File: src/rtl/lcd_bus_arbiter.sv
// rtl/lcd_bus_arbiter.sv - HD44780 bus owner: power-up init, enable timing, two-requester burst arbitration
module lcd_bus_arbiter #(
  parameter int EN_CYCLES   = 20,
  parameter int WAIT_CYCLES = 50000,
  parameter int CLEAR_WAIT  = 100000,
  parameter int INIT_WAIT   = 750000
) (
  input  logic       clk,
  input  logic       reset,
  input  logic       req0_valid,
  input  logic       req0_rs,
  input  logic [7:0] req0_data,
  input  logic       req0_last,
  output logic       req0_ready,
  input  logic       req1_valid,
  input  logic       req1_rs,
  input  logic [7:0] req1_data,
  input  logic       req1_last,
  output logic       req1_ready,
  output logic [7:0] lcd_data,
  output logic       lcd_rs,
  output logic       lcd_en,
  output logic       lcd_rw,
  output logic       busy,
  output logic       init_done
);

  localparam int MAX_A = (INIT_WAIT > CLEAR_WAIT) ? INIT_WAIT : CLEAR_WAIT;
  localparam int MAX_B = (WAIT_CYCLES > EN_CYCLES) ? WAIT_CYCLES : EN_CYCLES;
  localparam int MAX_N = (MAX_A > MAX_B) ? MAX_A : MAX_B;
  localparam int CW    = (MAX_N > 1) ? $clog2(MAX_N) : 1;

  localparam logic [CW-1:0] C_PWRUP_LAST = CW'(INIT_WAIT - 1);
  localparam logic [CW-1:0] C_EN_LAST    = CW'(EN_CYCLES - 1);
  localparam logic [CW-1:0] C_WAIT_LAST  = CW'(WAIT_CYCLES - 1);
  localparam logic [CW-1:0] C_CLEAR_LAST = CW'(CLEAR_WAIT - 1);
  localparam logic [CW-1:0] C_ONE        = CW'(1);

  typedef enum logic [2:0] {S_PWRUP, S_SETUP, S_PULSE, S_EXEC, S_IDLE} state_t;

  state_t        r_state;
  state_t        w_next;
  logic [CW-1:0] r_cnt;
  logic [1:0]    r_init_idx;
  logic [7:0]    r_lcd_data;
  logic          r_lcd_rs;
  logic          r_init_done;
  logic          r_lock;
  logic          r_lock_owner;
  logic          r_last_served;

  logic w_elig0;
  logic w_elig1;
  logic w_grant;
  logic w_hs;
  logic w_is_clear;
  logic w_exec_done;
  logic w_init_more;

  function automatic logic [7:0] init_cmd(input logic [1:0] idx);
    case (idx)
      2'd0:    init_cmd = 8'h38;
      2'd1:    init_cmd = 8'h0C;
      2'd2:    init_cmd = 8'h06;
      default: init_cmd = 8'h01;
    endcase
  endfunction

  // A held lock restricts eligibility to its owner even when the owner is momentarily idle
  assign w_elig0     = req0_valid & r_init_done & (~r_lock | ~r_lock_owner);
  assign w_elig1     = req1_valid & r_init_done & (~r_lock | r_lock_owner);
  assign w_grant     = (w_elig0 & w_elig1) ? ~r_last_served : w_elig1;
  assign w_hs        = (r_state == S_IDLE) & (w_elig0 | w_elig1);
  assign w_is_clear  = ~r_lcd_rs & ((r_lcd_data == 8'h01) | (r_lcd_data == 8'h02));
  assign w_exec_done = (r_cnt == (w_is_clear ? C_CLEAR_LAST : C_WAIT_LAST));
  assign w_init_more = ~r_init_done & (r_init_idx != 2'd3);

  always_ff @(posedge clk) begin
    if (reset) r_state <= S_PWRUP;
    else       r_state <= w_next;
  end

  always_comb begin
    w_next = r_state;
    case (r_state)
      S_PWRUP: if (r_cnt == C_PWRUP_LAST) w_next = S_SETUP;
      S_SETUP: w_next = S_PULSE;
      S_PULSE: if (r_cnt == C_EN_LAST) w_next = S_EXEC;
      S_EXEC:  if (w_exec_done) w_next = w_init_more ? S_SETUP : S_IDLE;
      S_IDLE:  if (w_hs) w_next = S_SETUP;
      default: w_next = S_PWRUP;
    endcase
  end

  always_comb begin
    lcd_en     = (r_state == S_PULSE);
    busy       = (r_state != S_IDLE);
    req0_ready = w_hs & ~w_grant;
    req1_ready = w_hs & w_grant;
  end

  always_ff @(posedge clk) begin
    if (reset) begin
      r_cnt         <= '0;
      r_init_idx    <= 2'd0;
      r_lcd_data    <= 8'h00;
      r_lcd_rs      <= 1'b0;
      r_init_done   <= 1'b0;
      r_lock        <= 1'b0;
      r_lock_owner  <= 1'b0;
      r_last_served <= 1'b1;
    end else begin
      r_cnt <= ((w_next != r_state) || (r_state == S_IDLE)) ? '0 : r_cnt + C_ONE;
      case (r_state)
        S_PWRUP: begin
          if (w_next == S_SETUP) begin
            r_lcd_data <= init_cmd(2'd0);
            r_lcd_rs   <= 1'b0;
            r_init_idx <= 2'd0;
          end
        end
        S_EXEC: begin
          if (w_exec_done) begin
            if (w_init_more) begin
              r_init_idx <= r_init_idx + 2'd1;
              r_lcd_data <= init_cmd(r_init_idx + 2'd1);
            end else if (!r_init_done) begin
              r_init_done <= 1'b1;
            end
          end
        end
        S_IDLE: begin
          if (w_hs) begin
            r_lcd_data    <= w_grant ? req1_data : req0_data;
            r_lcd_rs      <= w_grant ? req1_rs : req0_rs;
            r_lock        <= ~(w_grant ? req1_last : req0_last);
            r_lock_owner  <= w_grant;
            r_last_served <= w_grant;
          end
        end
        default: ;
      endcase
    end
  end

  assign lcd_data  = r_lcd_data;
  assign lcd_rs    = r_lcd_rs;
  assign lcd_rw    = 1'b0;
  assign init_done = r_init_done;

endmodule

File: config.mk
export PLATFORM = sky130hd
export DESIGN_NAME = lcd_bus_arbiter
export DESIGN_NICKNAME = d
export VERILOG_FILES = /design/src/rtl/lcd_bus_arbiter.sv
export SDC_FILE = /design/constraint.sdc
export NUM_CORES = 1
export LEC_CHECK = 0
export ABC_CLOCK_PERIOD_IN_PS = 3800
export BUFFER_PORTS_ARGS = -buffer_cell sky130_fd_sc_hd__buf_4
export CAP_MARGIN = 25
export CORE_MARGIN = 3
export CORE_UTILIZATION = 39
export CTS_BUF_LIST = sky130_fd_sc_hd__clkbuf_8
export CTS_CLUSTER_SIZE = 28
export DETAILED_ROUTE_END_ITERATION = 10
export GPL_TIMING_DRIVEN = 0
export PLACE_DENSITY_LB_ADDON = 0.08
export SETUP_SLACK_MARGIN = 0.1
export SLEW_MARGIN = 20
export SYNTH_ARGS = -nofsm -noshare
export SYNTH_HDL_FRONTEND = slang
export SYNTH_SLANG_ARGS = --single-unit
File: constraint.sdc
create_clock -name clk -period 3.8 [get_ports clk]
set_input_delay 0.19 -clock clk [delete_from_list [all_inputs] [get_ports clk]]
set_output_delay 0.19 -clock clk [all_outputs]
set_load 0.1 [all_outputs]
; After elaboration in Yosys (flattened, before gate mapping)
; Cells that the tools add are included.
[op_classes]
n_reduce_logical = 12
add_sub_neg = 2
n_eq_ne = 19
n_bitwise = 22
mux = 24
[ops]
columns = operator, n
row1 = 8-bit 2-to-1 mux, 5
row2 = 8-bit case mux with 3 select lines, 1
row3 = 20-bit by 1-bit adder with 20-bit output (second input constant), 1
row4 = 20-bit by 17-bit == test with 1-bit output, 1
row5 = 20-bit == test (second input constant), 1
row6 = 20-bit by 5-bit == test with 1-bit output (second input constant), 1
row7 = 6-bit case mux with 3 select lines, 1
row8 = 17-bit 2-to-1 mux, 1
row9 = 3-bit 2-to-1 mux, 5
row10 = 3-bit case mux with 5 select lines, 1
row11 = 1-bit AND, 10
row12 = 2-bit != test (second input constant), 5
row13 = 8-bit by 1-bit == test with 1-bit output (second input constant), 1
row14 = 8-bit by 2-bit == test with 1-bit output (second input constant), 1
row15 = 1-bit inverter, 8
row16 = 3-bit by 1-bit == test with 1-bit output (second input constant), 2
row17 = 3-bit by 2-bit == test with 1-bit output (second input constant), 2
row18 = 2-bit 2-to-1 mux, 3
row19 = 3-bit AND reduction, 2
row20 = 1-bit 2-to-1 mux, 5
row21 = 5-bit AND reduction, 1
row22 = 1-bit bitwise OR, 4
row23 = 2-bit case mux with 2 select lines, 1
row24 = 4-bit AND reduction, 1
row25 = 14 further kinds, 15
[word_totals]
output_inout_bits = 15
elab_cells = 88
in_bits = 24
regBits = 38

; Longest topological paths before layout
; Gate-level depths: netlist of run 1.
[depth]
ltp_word = 10
depth_mapped = 7
depth_no_buf = 6

; Least setup slack after synthesis of run 1
; Ideal clock, no wire load.
[synth_timing]
kind = register to register
start = reg r_state[1]
end = reg r_cnt[3]
setup_time_ps = 137
setup_slack_ps = -138
period_less_slack_ps = 3938
t_required_ps = 3663
stages_incl_launch_ff = 8
arrival_time_ps = 3801
n_path_buf = 2
cell_sequence = dfxtp_1 clkbuf_1 nor3b_1 nand2_1 or4_1 nand3_2 buf_2 a211oi_1
[synth_via]
word_cells_on_any_way = 14
cone_classes = 5 x eq/ne / 5 x mux / 1 x bitwise / 3 x reduce/logical
[synth_rtl]
columns = item, line
row1 = "start, declared", 41  ; state_t r_state;
row2 = "start signal, assigned", 80  ; else r_state <= w_next;
row3 = 3-bit by 2-bit == test with 1-bit output, --
row4 = named net lcd_en, 22  ; output logic lcd_en,
row5 = 3-bit case mux with 5 select lines, 85  ; case (r_state)
row6 = 3-bit != test, 113  ; r_cnt <= ((w_next != r_state) || (r_state == S_IDLE)) ? '0 : r_cnt + C_ONE;
row7 = 1-bit logical OR, 113
row8 = 2-bit OR reduction (no line), --
row9 = "end signal, assigned", 113
row10 = "end, declared", 43  ; logic [CW-1:0] r_cnt;
; The timed path passes the listed nets, and every way through them passes these cells.
; A chain may end at the register's enable or synchronous reset.

; Worst setup path in the final report of run 1
[layout_timing]
start = reg r_state[0]
end = out req1_ready
[layout_via]
elab_chain_len = 3
[layout_rtl]
columns = item, line
row1 = 3-bit == test, 73  ; assign w_hs = (r_state == S_IDLE) & (w_elig0 | w_elig1);
row2 = 1-bit AND, 73
row3 = 1-bit AND, 99  ; req1_ready = w_hs & w_grant;
row4 = "end, declared", 19  ; output logic req1_ready,
; No other way between the ends.

==> results of run 1 <==
-- synth_stat cells (all sizes together) (3+ instances only) --
master   n  share of area
dfxtp   38           0.35
nand2   22          0.038
nor2    21          0.036
a211oi  19          0.065
xnor2   16          0.064
mux2i   13          0.059
nor3    11          0.027
clkbuf  10          0.017
nand4    9          0.026
inv      8          0.014
nand3    8          0.021
a21oi    7          0.016
o21ai    7          0.016
and3     5          0.014
ha       5          0.029
mux2     5          0.026
nor3b    5          0.017
buf      4          0.013
nor4     4          0.018
xor2     4          0.016
and2     3         0.0086
nor2b    3         0.0086
-- routing by layer --
| layer | GRT usage | part of all wire |
|---|---|---|
| met5 | 0 | 0 |
| met4 | 0.0524 | 0.012 |
| met3 | 0.0421 | 0.035 |
| met2 | 0.272 | 0.43 |
| met1 | 0.277 | 0.52 |
-- stage by stage --
stage | setup WS, ns | hold WS [ns]
global placement | 1.42 | 0.456
CTS | 1.07 | 0.268
finish | 1.12 | 0.294
global route | 0.874 | 0.309
floorplan | 0.194 | 0.415
detailed placement | 1.40 | 0.458
-- cell families (layout without fill, tap and decap cells) --
| kind of cell | Yosys count | in the layout |
|---|---|---|
| other | 1 | 1 |
| xor gates and xnor gates | 20 | 20 |
| AOI/OAI and AO/OA | 48 | 48 |
| and+or+nand+nor | 102 | 102 |
| buffers and inverters | 24 | 67 |
| adders and majority gates | 5 | 5 |
| DFF | 38 | 38 |
| muxes | 18 | 18 |
-- registers in the layout, indices dropped and copies added, names as in the netlist --
name / flops
r_lock: 1
r_init_idx: 2
r_cnt: 20
r_state: 3
lcd_rs: 1
r_lock_owner: 1
r_last_served: 1
init_done: 1
lcd_data: 8
-- power groups by stage --
stage | Sequential (uW) | Clock (uW) | Combinational (uW)
global route | 403 | 292 | 48.5
finish | 403 | 267 | 44.1
CTS | 403 | 275 | 44.4
global placement | 412 | 0 | 43.8
floorplan | 411 | 0 | 21.7
detailed placement | 412 | 0 | 44.3
-- path summary, 6_finish.rpt --
kind | from | end | slack [ns]
min | req1_last | r_lock$_SDFFE_PP0P_ | 0.29
min reg2reg | r_cnt[0]$_SDFF_PP0_ | r_cnt[0]$_SDFF_PP0_ | 0.47
max | r_state[0]$_SDFF_PP0_ | req1_ready | 1.12
max reg2reg | r_cnt[0]$_SDFF_PP0_ | r_cnt[12]$_SDFF_PP0_ | 1.49
-- cell type report --
cell class	instances	area share
clock buffer	5	0.0261
sequential	38	0.289
multi-input combinational	194	0.506
clock inverter	2	0.00380
buffer	14	0.0252
inverter	10	0.0142
tap	70	0.0332
timing repair buffer	36	0.103
-- critical path: cells and delay by family, from the launching register on --
kind	cells	cell delay, ns
buffers and inverters	3	0.99
DFF	1	0.30
and+or+nand+nor	2	0.90
==> impl_results.md, run 1 <==
- Run status: completed
- Final Util: 0.500
- Vias per cell: 5.41
- Slew Limit Fails: 0
- Max Cap Violations: 0
- Layout net count: 328
- Internal: 546 uW
- Gr ovfl total: 0
- Post_cts resized: 0
- Switching share of power: 0.234
- Placed cell area: 2560 um^2
- Final Hold Fails: 0
- XOR/XNOR share of the synthesized area: 0.0798
- Cell count after synthesis: 256
- Global-route usage over all layers: 0.188
- Design area: 2640 um^2
- Multi-input logic area: 1340 um^2
- Die area: 6560 um^2
- DIE WIDTH: 81.0 um
- Initial Utilization: 0.416
- Crit-path cells: clkbuf_1 > nor3_2 > clkinv_1 > nor2_1 > buf_4
- Vias in the first global route: 1893
- Syn avg cell area: between 8 and 9 um^2
- HPWL Detailed: 4190 um
- Yosys cell types: 49
- Post-synth EDFFs: 0
- Ys async rst share: 0
- Register share of total power: 0.564
- Mapped cell area: ~2200 um^2
- P&R area growth vs syn: 20.1%
- Relative slew margins: 0.539
- CP max stage delay: between 0.6 and 0.7 ns
- Yosys warns: 0
- Drc violations: 0
- # rows: 26
- Num CTS Buffers: 5
- Worst Path Max Fanout: 10
- Flops & latches, synth: 38
- Clock tree root driver cell: clkbuf_8
- Reg2reg path depth: 7
- Switching pwr: roughly 170 uW
- Critical path's slowest cell: nor3_2
- Commonest cells after routing, fill and taps aside: 38 x dfxtp_1, 37 x buf_4, 22 x nand2_1
- TritonCTS clock tree: done
- Achievable clock frequency: 0.373 GHz
- Worst path arrival time: about 2.5 ns
- RSZ-0062 raised after global routing: false
- Total Wirelength: between 5000 and 6000 um
- Post-synthesis simple-gate area fraction: 0.254
- Post-Synth Adder-Cell Area: 0.0285
- Number of setup buffers added after CTS: 0
- DIE HEIGHT: 81.0 um
- Worst-case vdd ir drop: 111 uV
- Worst Setup Start Kind: register
- CP endpoint kind: primary output
- Most common library cell in the layout ignoring fill and taps: dfxtp_1
- Number of DRC markers in iteration 0: roughly 110
- Initial antenna violation count: 0
- Pwr per Cell Area: 271 nW/um^2
- Final Power: between 700 and 800 uW
- Post-Layout Cell Count: 369
- Combinational Power Share: 0.062
- Final setup fails: 0
- Clk pwr share: 0.374
- WHS Path Cells: 4
- Final ANT Viol Nets: 0
- I/O pin cnt: 39
- Main flop type after synthesis: dfxtp_1
- Min Clock Period, post-route: 2.68 ns
- Final GP Congestion: 0.792
- Worst skew pair latency: 0.29 ns
- Critical path type: reg2out
- Worst Tran Pin Value: 0.687 ns
- Drt first pass iters: 4
- Via Count: 1998
- Period utilization: 0.706
- Largest net degree at the start of global routing: 12
- Layout cells sized above 1: 0.211
- Sequential cell area: 761 um^2
- Max Buffers Root-to-Sink: 2
- Critical Path RT: 3.61 ns
- Layout fillers: 530
- Worst-path clk slew: 0.07 ns
- Placed instance count: roughly 360
- Port Buf Inserts: 36
- # hold bufs at CTS: 0
- DR WL/cell: 15.3 um
- Largest family of logic cells by synthesized area: simple AND/OR/NAND/NOR gates
- Multiplexer share of the synthesized area: 0.0849
- First-pass GRT wire length: 9480 um
- Leakage Power: 0.00101 uW
- Clk sink count: 38
- Number of diodes: 0
- Core area: 5270 um^2
- H-Tree Level Count: 2
- Hold crit path type: in2reg
- Clk_skew: 0.00857 ns
- Setup tns final: 0 ns
- Compound-Gate Fraction of Synth Area: 0.157
- Syn nets: 285
- Sequential share of the synthesized area: 0.347
No activity file was read; power rests on OpenSTA's default activity.
==> inputs of run 2 (changes only) <==
--- a/config.mk
+++ b/config.mk
@@ -5,7 +5,7 @@
 export SDC_FILE = /design/constraint.sdc
 export NUM_CORES = 1
 export LEC_CHECK = 0
-export ABC_CLOCK_PERIOD_IN_PS = 3800
+export ABC_CLOCK_PERIOD_IN_PS = 2250
 export BUFFER_PORTS_ARGS = -buffer_cell sky130_fd_sc_hd__buf_4
 export CAP_MARGIN = 25
 export CORE_MARGIN = 3
==> constraint.sdc (replaced) <==
create_clock -name clk -period 2.25 [get_ports clk]
set_input_delay 0.1125 -clock clk [delete_from_list [all_inputs] [get_ports clk]]
set_output_delay 0.1125 -clock clk [all_outputs]
set_load 0.1 [all_outputs]
==> impl_results.md, run 2 (synthesis gave the netlist of run 1 again) <==
- DR WL/cell: 15.3 um
- Worst-case vdd ir drop: roughly 410 uV
- Num CTS Buffers: 5
- DP Worst Slack: -0.0435 ns
- Critical path type: reg2reg
- Most common library cell in the layout ignoring fill and taps: buf_4
- Worst Tran Pin Value: 0.525 ns
- H-Tree Level Count: 2
- TritonCTS clock tree: done
- Vias per cell: roughly 5.5
- Drt first pass iters: 5
- Total Wirelength: 5750 um
- Initial Utilization: 0.416
- Period utilization: 0.930
- DIE HEIGHT: 81.0 um
- Placed cell area: 2630 um^2
- Setup tns final: 0 ns
- Final Power: 1480 uW
- Final GP Congestion: 0.782
- Layout net count: 335
- Commonest cells after routing, fill and taps aside: 45 x buf_4, 26 x dfxtp_1, 22 x nand2_1
- Layout cells sized above 1: 0.316
- Final setup fails: 0
- Largest net degree at the start of global routing: 13
- Critical Path RT: roughly 2.4 ns
- Run status: completed
- I/O pin cnt: 39
- Port Buf Inserts: 36
- DIE WIDTH: approximately 81 um
- Largest register FFs: 20
- Switching share of power: 0.196
- Final Hold Fails: 0
- Clk sink count: 38
- Vias in the first global route: 1960
- Drc violations: 0
- Worst path arrival time: 2.27 ns
- Achievable clock frequency: 0.478 GHz
- CP endpoint kind: register
- # rows: 26
- Via Count: slightly above 2000
- Initial antenna violation count: 0
- Layout fillers: 540
- Final setup margin: 0.157 ns
- Core area: 5270 um^2
- Worst-path clk slew: 0.08 ns
- Number of DRC markers in iteration 0: 140
- HPWL Detailed: between 4000 and 5000 um
- Clk pwr share: 0.489
- Clock tree root driver cell: clkbuf_8
- Min Clock Period, post-route: about 2.1 ns
- Combinational Power Share: 0.052
- RSZ-0062 raised after global routing: false
- Number of diodes: 0
- Switching pwr: 290 uW
- Worst skew pair latency: about 0.29 ns
- First-pass GRT wire length: 9760 um
- Worst Setup Start Kind: register
- Internal: 1190 uW
- Global-route usage over all layers: 0.191
- Slew Limit Fails: 0
- Top reg by flops: r_cnt
- Leakage Power: 0.00111 uW
- Relative slew margins: 0.650
- Final Util: 0.548
- Final ANT Viol Nets: 0
- Hold crit path type: in2reg
- Pwr per Cell Area: 512 nW/um^2
- Die area: 6560 um^2
- Max Cap Violations: 0
- Gr ovfl total: 0
- Register share of total power: 0.459
- Max Buffers Root-to-Sink: 2
- Clk_skew: 0.00789 ns
- Worst Path Max Fanout: 8
- P&R area growth vs syn: 31.5%
- Design area: 2890 um^2
-- run 2: changes by cell type in the layout (fill, tap and decap cells not counted), moves of 3 or more --
cell / previous run / this run
buf_4: 37 / 45
clkbuf_1: 10 / 5
clkbuf_8: 5 / 8
dfxtp_1: 38 / 26
dfxtp_2: 0 / 10
-- run 2: power groups by stage --
| stage | clock [uW] | sequential, uW | combinational [uW] |
|---|---|---|---|
| floorplan | 0 | 692 | 38.8 |
| global placement | 0 | 693 | 76.3 |
| detailed placement | 0 | 693 | 76.8 |
| CTS | 742 | 677 | 77.5 |
| global route | 771 | 678 | 84.7 |
| finish | 722 | 678 | 76.9 |
-- run 2: metal layers --
| layer | share of wire | global-route usage |
|---|---|---|
| met3 | 0.050 | 0.0477 |
| met2 | 0.44 | 0.278 |
| met1 | 0.50 | 0.282 |
| met4 | 0.0078 | 0.0405 |
| met5 | 0 | 0 |
-- run 2: area by class of cell --
| class | count | area, um^2 | share of cell area |
|---|---|---|---|
| plain buffers | 14 | 101 | 0.0351 |
| clock buffers | 6 | 82.6 | 0.0286 |
| clock inverters | 2 | 60.1 | 0.0208 |
| inverters | 10 | 42.5 | 0.0147 |
| multi-input cells | 194 | 1410 | 0.488 |
| flip-flops and latches | 38 | 781 | 0.270 |
| well taps | 70 | 87.6 | 0.0303 |
| repair buffers | 43 | 323 | 0.112 |
-- run 2: worst max-delay path, cell delays in order, from the launching register on --
cell,delay [ns]
dfxtp_2,0.34
nor4_4,0.32
nand3_2,0.15
mux2_4,0.37
o31a_1,0.31
buf_6,0.15
o311a_1,0.34
-- run 2: stage by stage --
step	hold WS, ns	std cells
detailed placement	0.455	362
global route	0.206	377
finish	0.195	377
floorplan	0.379	256
CTS	0.196	373
global placement	0.449	362
-- run 2: timing repair --
action / CTS / global route
pin swaps: 1 / 3
setup buffers: 3 / 4
hold buffers: 0 / 0
setup endpoints to repair: 26 / 20
gates resized for setup: 11 / 7
-- run 2: worst paths after layout --
kind | cells after the start | from | end | slack (ns)
setup / recovery | 6 | lcd_data[6]$_SDFFE_PP0P_ | lcd_data[2]$_SDFFE_PP0P_ | 0.16
hold / removal | 4 | req1_last | r_lock$_SDFFE_PP0P_ | 0.19
setup reg to reg | 6 | lcd_data[6]$_SDFFE_PP0P_ | lcd_data[2]$_SDFFE_PP0P_ | 0.16
hold reg to reg | 2 | lcd_rs$_SDFFE_PP0P_ | lcd_rs$_SDFFE_PP0P_ | 0.47
